$ cat src/rtl/vgacon_term_ctrl.sv
// vgacon_term_ctrl
//   Terminal-style write controller for the VGA console text buffer.
//   Accepts 8-bit characters over a valid/ready handshake and turns them
//   into single-cell writes against the {colour, code} text buffer. It owns
//   the cursor and handles line wrap, CR/LF/BS/FF, full-screen clear and
//   hardware scroll by copying each row up by one.
//
// Ports
//   clk, rst_n    clock, asynchronous active-low reset
//   in_valid      character offered
//   in_ready      character can be accepted this cycle (IDLE only)
//   in_char       character code
//   in_color      colour index stored with printable characters
//   buf_we        registered buffer write strobe
//   buf_addr      registered buffer write address
//   buf_wdata     registered write data {color[1:0], code[6:0]}
//   buf_raddr     buffer read address (used during scroll copy)
//   buf_rdata     buffer read data, combinational from buf_raddr
//   cur_row       cursor row
//   cur_col       cursor column
//   busy          inverse of in_ready

module vgacon_term_ctrl #(
    parameter int NUM_ROWS = 3,
    parameter int NUM_COLS = 10,
    parameter int ADDR_W   = $clog2(NUM_ROWS * NUM_COLS)
) (
    input  logic                        clk,
    input  logic                        rst_n,
    input  logic                        in_valid,
    output logic                        in_ready,
    input  logic [7:0]                  in_char,
    input  logic [1:0]                  in_color,
    output logic                        buf_we,
    output logic [ADDR_W-1:0]           buf_addr,
    output logic [8:0]                  buf_wdata,
    output logic [ADDR_W-1:0]           buf_raddr,
    input  logic [8:0]                  buf_rdata,
    output logic [$clog2(NUM_ROWS)-1:0] cur_row,
    output logic [$clog2(NUM_COLS)-1:0] cur_col,
    output logic                        busy
);

    localparam int ROW_W = $clog2(NUM_ROWS);
    localparam int COL_W = $clog2(NUM_COLS);

    localparam logic [8:0]        BLANK         = 9'h020;
    localparam logic [ADDR_W-1:0] LAST_CELL     = ADDR_W'(NUM_ROWS * NUM_COLS - 1);
    localparam logic [ADDR_W-1:0] COPY_LAST     = ADDR_W'((NUM_ROWS - 1) * NUM_COLS - 1);
    localparam logic [ADDR_W-1:0] ROW_CLR_LAST  = ADDR_W'(NUM_COLS - 1);
    localparam logic [ADDR_W-1:0] LAST_ROW_BASE = ADDR_W'((NUM_ROWS - 1) * NUM_COLS);
    localparam logic [ROW_W-1:0]  ROW_LAST      = ROW_W'(NUM_ROWS - 1);
    localparam logic [COL_W-1:0]  COL_LAST      = COL_W'(NUM_COLS - 1);

    typedef enum logic [1:0] {
        IDLE,
        CLEAR,
        SCROLL_COPY,
        SCROLL_CLEAR
    } state_t;

    state_t             state_q, state_d;
    logic [ADDR_W-1:0]  cnt_q,   cnt_d;
    logic [ROW_W-1:0]   row_q,   row_d;
    logic [COL_W-1:0]   col_q,   col_d;
    logic               we_q,    we_d;
    logic [ADDR_W-1:0]  addr_q,  addr_d;
    logic [8:0]         wdata_q, wdata_d;
    logic [ADDR_W-1:0]  cursor_addr;
    logic               printable;

    assign cursor_addr = ADDR_W'(32'(row_q) * NUM_COLS + 32'(col_q));
    assign printable   = (in_char >= 8'h20) && (in_char <= 8'h7E);

    // Read runs one row ahead of the write, so copy never reads a cell it
    // has already overwritten.
    assign buf_raddr = cnt_q + ADDR_W'(NUM_COLS);

    assign in_ready  = (state_q == IDLE);
    assign busy      = ~in_ready;
    assign buf_we    = we_q;
    assign buf_addr  = addr_q;
    assign buf_wdata = wdata_q;
    assign cur_row   = row_q;
    assign cur_col   = col_q;

    always_ff @(posedge clk or negedge rst_n) begin
        if (!rst_n) begin
            state_q <= CLEAR;
            cnt_q   <= '0;
            row_q   <= '0;
            col_q   <= '0;
            we_q    <= 1'b0;
            addr_q  <= '0;
            wdata_q <= '0;
        end else begin
            state_q <= state_d;
            cnt_q   <= cnt_d;
            row_q   <= row_d;
            col_q   <= col_d;
            we_q    <= we_d;
            addr_q  <= addr_d;
            wdata_q <= wdata_d;
        end
    end

    always_comb begin
        state_d = state_q;
        cnt_d   = cnt_q;
        row_d   = row_q;
        col_d   = col_q;
        we_d    = 1'b0;
        addr_d  = addr_q;
        wdata_d = wdata_q;

        case (state_q)
            IDLE: begin
                if (in_valid) begin
                    if (printable) begin
                        we_d    = 1'b1;
                        addr_d  = cursor_addr;
                        wdata_d = {in_color, in_char[6:0]};
                        if (col_q == COL_LAST) begin
                            col_d = '0;
                            if (row_q == ROW_LAST) begin
                                state_d = SCROLL_COPY;
                                cnt_d   = '0;
                            end else begin
                                row_d = row_q + 1'b1;
                            end
                        end else begin
                            col_d = col_q + 1'b1;
                        end
                    end else begin
                        case (in_char)
                            8'h0A: begin
                                col_d = '0;
                                if (row_q == ROW_LAST) begin
                                    state_d = SCROLL_COPY;
                                    cnt_d   = '0;
                                end else begin
                                    row_d = row_q + 1'b1;
                                end
                            end
                            8'h0D: col_d = '0;
                            8'h08: begin
                                // No retreat past column 0.
                                if (col_q != '0) begin
                                    col_d   = col_q - 1'b1;
                                    we_d    = 1'b1;
                                    addr_d  = cursor_addr - 1'b1;
                                    wdata_d = BLANK;
                                end
                            end
                            8'h0C: begin
                                row_d   = '0;
                                col_d   = '0;
                                state_d = CLEAR;
                                cnt_d   = '0;
                            end
                            default: ;
                        endcase
                    end
                end
            end

            CLEAR: begin
                we_d    = 1'b1;
                addr_d  = cnt_q;
                wdata_d = BLANK;
                if (cnt_q == LAST_CELL) begin
                    cnt_d   = '0;
                    state_d = IDLE;
                end else begin
                    cnt_d = cnt_q + 1'b1;
                end
            end

            SCROLL_COPY: begin
                we_d    = 1'b1;
                addr_d  = cnt_q;
                wdata_d = buf_rdata;
                if (cnt_q == COPY_LAST) begin
                    cnt_d   = '0;
                    state_d = SCROLL_CLEAR;
                end else begin
                    cnt_d = cnt_q + 1'b1;
                end
            end

            SCROLL_CLEAR: begin
                we_d    = 1'b1;
                addr_d  = LAST_ROW_BASE + cnt_q;
                wdata_d = BLANK;
                if (cnt_q == ROW_CLR_LAST) begin
                    cnt_d   = '0;
                    state_d = IDLE;
                end else begin
                    cnt_d = cnt_q + 1'b1;
                end
            end
        endcase
    end

endmodule

$ cat config.mk
export PLATFORM = sky130hd
export DESIGN_NAME = vgacon_term_ctrl
export DESIGN_NICKNAME = d
export VERILOG_FILES = /design/src/rtl/vgacon_term_ctrl.sv
export SDC_FILE = /design/constraint.sdc
export NUM_CORES = 1
export LEC_CHECK = 0
export CELL_PAD_IN_SITES_DETAIL_PLACEMENT = 1
export CELL_PAD_IN_SITES_GLOBAL_PLACEMENT = 1
export CORE_ASPECT_RATIO = 0.8
export CORE_MARGIN = 2
export CORE_UTILIZATION = 42
export DETAILED_ROUTE_END_ITERATION = 12
export PLACE_DENSITY = 0.83
export SYNTH_ARGS = -nofsm -noshare
export SYNTH_HDL_FRONTEND = slang
export SYNTH_SLANG_ARGS = --single-unit
export TNS_END_PERCENT = 50
$ cat constraint.sdc
create_clock -name clk -period 3.31 [get_ports clk]
set_clock_uncertainty 0.05 [all_clocks]
set_input_delay 0.662 -clock clk [delete_from_list [all_inputs] [get_ports clk]]
set_output_delay 0.662 -clock clk [all_outputs]
set_load 0.05 [all_outputs]
==> summary.txt <==
Status
  – Status: completed

Placed design
  – DP Worst Slack: 0.2025 ns
  – Placed cells: 332
  – Final Wtd Congestion: 0.7961
  – PortBufs: 49
  – DPL Wire Length: 4.714 mm

STA
  – Hold WS: 0.4618 ns
  – Max Fclk: 0.3365 GHz
  – Setup-failing EPs final: 0
  – Slew @ Worst Pin: 0.5585 ns
  – Min Tclk post-route: 2.972 ns
  – Final hold viol count: 0
  – Setup_tns: 0 ns
  – Final Max Tran Viols: 0
  – Slew HR: 62.69%
  – RSZ-0062 raised after global routing: no
  – Tcrit/Tclk final: 89.79%
  – Setup WS post-layout: 0.3380 ns

Route
  – Vias per inst: 5.780
  – DR iter-0 viols: 130
  – # DRC: 0
  – Post-Route WL: 6.236 mm
  – Via count: 1942
  – Initial DRT Pass Iterations: 4
  – Antenna Nets Post-Route: 0
  – Wire per inst: 18.56 microns

Yosys
  – Most common cell in the netlist: dfrtp_1
  – Post-synth EDFFs: 0
  – Synth async-reset ratio: 100.0%
  – Synth unique cells: 56
  – Mean post-synth cell area: 9.838 sq um
  – #FFs+latches synth: 28
  – Predominant post-synthesis flop cell: dfrtp_1
  – Synth Cell Area: 0.002223 sq mm
  – Synthesized Nets: 270
  – Top cells by area, synth: dfrtp_1, ha_1, mux2_2
  – Mapped Cells: 226
  – Area share of the largest cell type after synthesis: 30.39%
  – Top cells by count, synth: dfrtp_1, ha_1, inv_1
  – Synth area leader: dfrtp_1
  – Synthesis Warnings: 0
  – Seq/Total Area, Yosys: 31.57%

Finish
  – Antenna cells: 0
  – Final core utilization: 56.32%
  – Nets: 319
  – Share of cells above drive strength 1: 13.14%
  – Area grow syn2layout: 28.31%
  – Fin cells: 336

Power and ir drop
  – Net switching power: 1.384 mW
  – Switching Share: 50.68%
  – Internal power: 1.347 mW
  – Max VDD drop: 0.5192 mV
  – Leakage power: 1.193 nW
  – Logic pwr share: 67.4%
  – Clock Power Share: 10.3%
  – Flop pwr share: 22.4%
  – Power per Cell Area: 957.4 mW/mm^2

Floorplanning
  – Std-Cell Rows: 23
  – Die Y: 69.08 microns
  – Initial core utilization: 43.90%
  – IO Count: 50
  – Die area: 0.005895 sq mm
  – Core area: 0.005065 sq mm
  – Die X: 85.35 microns

Clock tree
  – Post-cts resize count: 0
  – H-tree depth: 1
  – Number of clock sinks: 28
  – Worst skew pair latency: 0.28 ns
  – Reg clk slew, reported paths: 0.10 ns
  – TritonCTS clock tree: done
  – Setup bufs post-CTS: 0
  – CTS Root Cell: clkbuf_8
  – CTS Buf Count: 3
  – Hold-fix buffers, CTS: 0
  – Longest Clk Path Bufs: 2

Hold path
  – Hold Startpoint: buf_wdata[7]$_DFFE_PN0P_
  – Worst Hold Class: reg -> reg
  – Hold Path End: buf_wdata[7]$_DFFE_PN0P_
  – Hold Path Stages: 1

Global routing
  – GRT met3 Usage: 7.066%
  – Met1 GRT Util: 30.84%
  – Pin count of the biggest net entering global routing: 29
  – Busiest grt layer: met2
  – M2 GR Usage: 36.11%
  – Vias in the first global route: 2078
  – First-pass GRT wire length: 10.71 mm
  – Total track usage: 22.76%
  – Initial antenna violation count: 0
  – Grt ovf: 0

Critical path
  – Reg2Reg Setup Slack: 0.92 ns
  – Reg2Reg Launch Point: cur_col[1]$_DFFE_PN0P_
  – Crit path kind: reg -> out
  – Slowest stage delay, CP: 0.82 ns
  – Reg2reg path depth: 7
  – Worst R2R End: cnt_q[0]$_DFFE_PN0P_
  – Crit path DAT: 2.26 ns
  – Setup crit start kind: flip-flop
  – CP Data Required Time: 2.60 ns
  – Slowest CP cell: clkdlybuf4s50_1
  – CP endpoint kind: output port
  – Worst path cell trace: inv_1, ha_1, a21oi_1, xnor2_1, clkdlybuf4s50_1
  – Crit path max fanout: 8

Run
  – Max-cap violations: 0
==> worst max-delay path: cells and delay by family (launching register included) <==
| kind | cells | cell delay, ns |
|---|---|---|
| xor+xnor | 1 | 0.13 |
| compound gates | 1 | 0.17 |
| flops | 1 | 0.52 |
| buf+inv | 2 | 0.96 |
| fa+ha+maj | 1 | 0.20 |
==> how the worst max path moves through the flow <==
stage                                 from                       to
detailed placement              in_char[1]   cur_col[0]$_DFFE_PN0P_
floorplan           cur_col[0]$_DFFE_PN0P_  buf_addr[3]$_DFFE_PN0P_
CTS                   cnt_q[3]$_DFFE_PN0P_             buf_raddr[4]
global placement                in_char[1]   cur_col[1]$_DFFE_PN0P_
global route          cnt_q[3]$_DFFE_PN0P_             buf_raddr[4]
finish                cnt_q[3]$_DFFE_PN0P_             buf_raddr[4]
==> per-stage QoR <==
step | total power [mW] | instance area, sq um
finish | 2.731 | 2853
global route | 2.921 | 2853
CTS | 2.746 | 2853
detailed placement | 2.436 | 2781
global placement | 2.377 | 2781
floorplan | 1.900 | 2223
==> cell usage in the layout, fill, tap and decap left out, drive strengths merged, types with 2 or more instances in the layout <==
| cell type | count |
|---|---|
| a211oi | 4 |
| a21o | 5 |
| a21oi | 11 |
| a221o | 3 |
| a22oi | 2 |
| a31oi | 2 |
| a32o | 9 |
| and2 | 3 |
| buf | 6 |
| clkbuf | 3 |
| clkdlybuf4s50 | 49 |
| dfrtp | 27 |
| ha | 21 |
| inv | 16 |
| mux2 | 14 |
| mux2i | 6 |
| nand2 | 11 |
| nand2b | 7 |
| nand3 | 5 |
| nor2 | 14 |
| nor3 | 6 |
| o21a | 2 |
| o21ai | 5 |
| o221ai | 3 |
| o22ai | 2 |
| or2 | 4 |
| xnor2 | 9 |
==> metal layers <==
layer / vias up / routed length [microns]
li1: 927 / -
met1: 963 / 2925
met2: 48 / 2825
met3: 4 / 434
met4: 0 / 51
met5: - / 0
==> cells by family (layout without fill, tap and decap cells) <==
logic type / after synthesis / in the layout / synth area share, %
and+or+nand+nor: 61 / 61 / 15.31
AOI/OAI and AO/OA: 59 / 59 / 21.72
DFF: 28 / 28 / 31.57
buffers and inverters: 27 / 75 / 5.346
adders and majority gates: 22 / 22 / 12.72
muxes: 20 / 20 / 9.792
xor gates and xnor gates: 9 / 9 / 3.545
==> layout make-up <==
class                           count  area (sq um)
Clock buffer                        3         41.29
Inverter                           16         60.06
Sequential cell                    28         701.9
Fill cell                         575          2212
Tap cell                           62         77.57
Clock inverter                      1         30.03
Timing Repair Buffer               55         535.5
Multi-Input combinational cell    171          1406
==> state kept, by name (all words and copies together) (netlist names) <==
| register | flops |
|---|---|
| cur_row | 2 |
| buf_we | 1 |
| state_q | 2 |
| buf_addr | 5 |
| cnt_q | 5 |
| cur_col | 4 |
| buf_wdata | 9 |
==> power groups by stage <==
stage	clock [mW]	combinational [mW]	sequential (mW)
after floorplan	0	0.969	0.932
after global placement	0	1.77	0.609
after detailed placement	0	1.82	0.616
after CTS	0.291	1.84	0.611
after global routing	0.305	1.98	0.637
final	0.281	1.84	0.611
(Power assumes the default switching activity.)
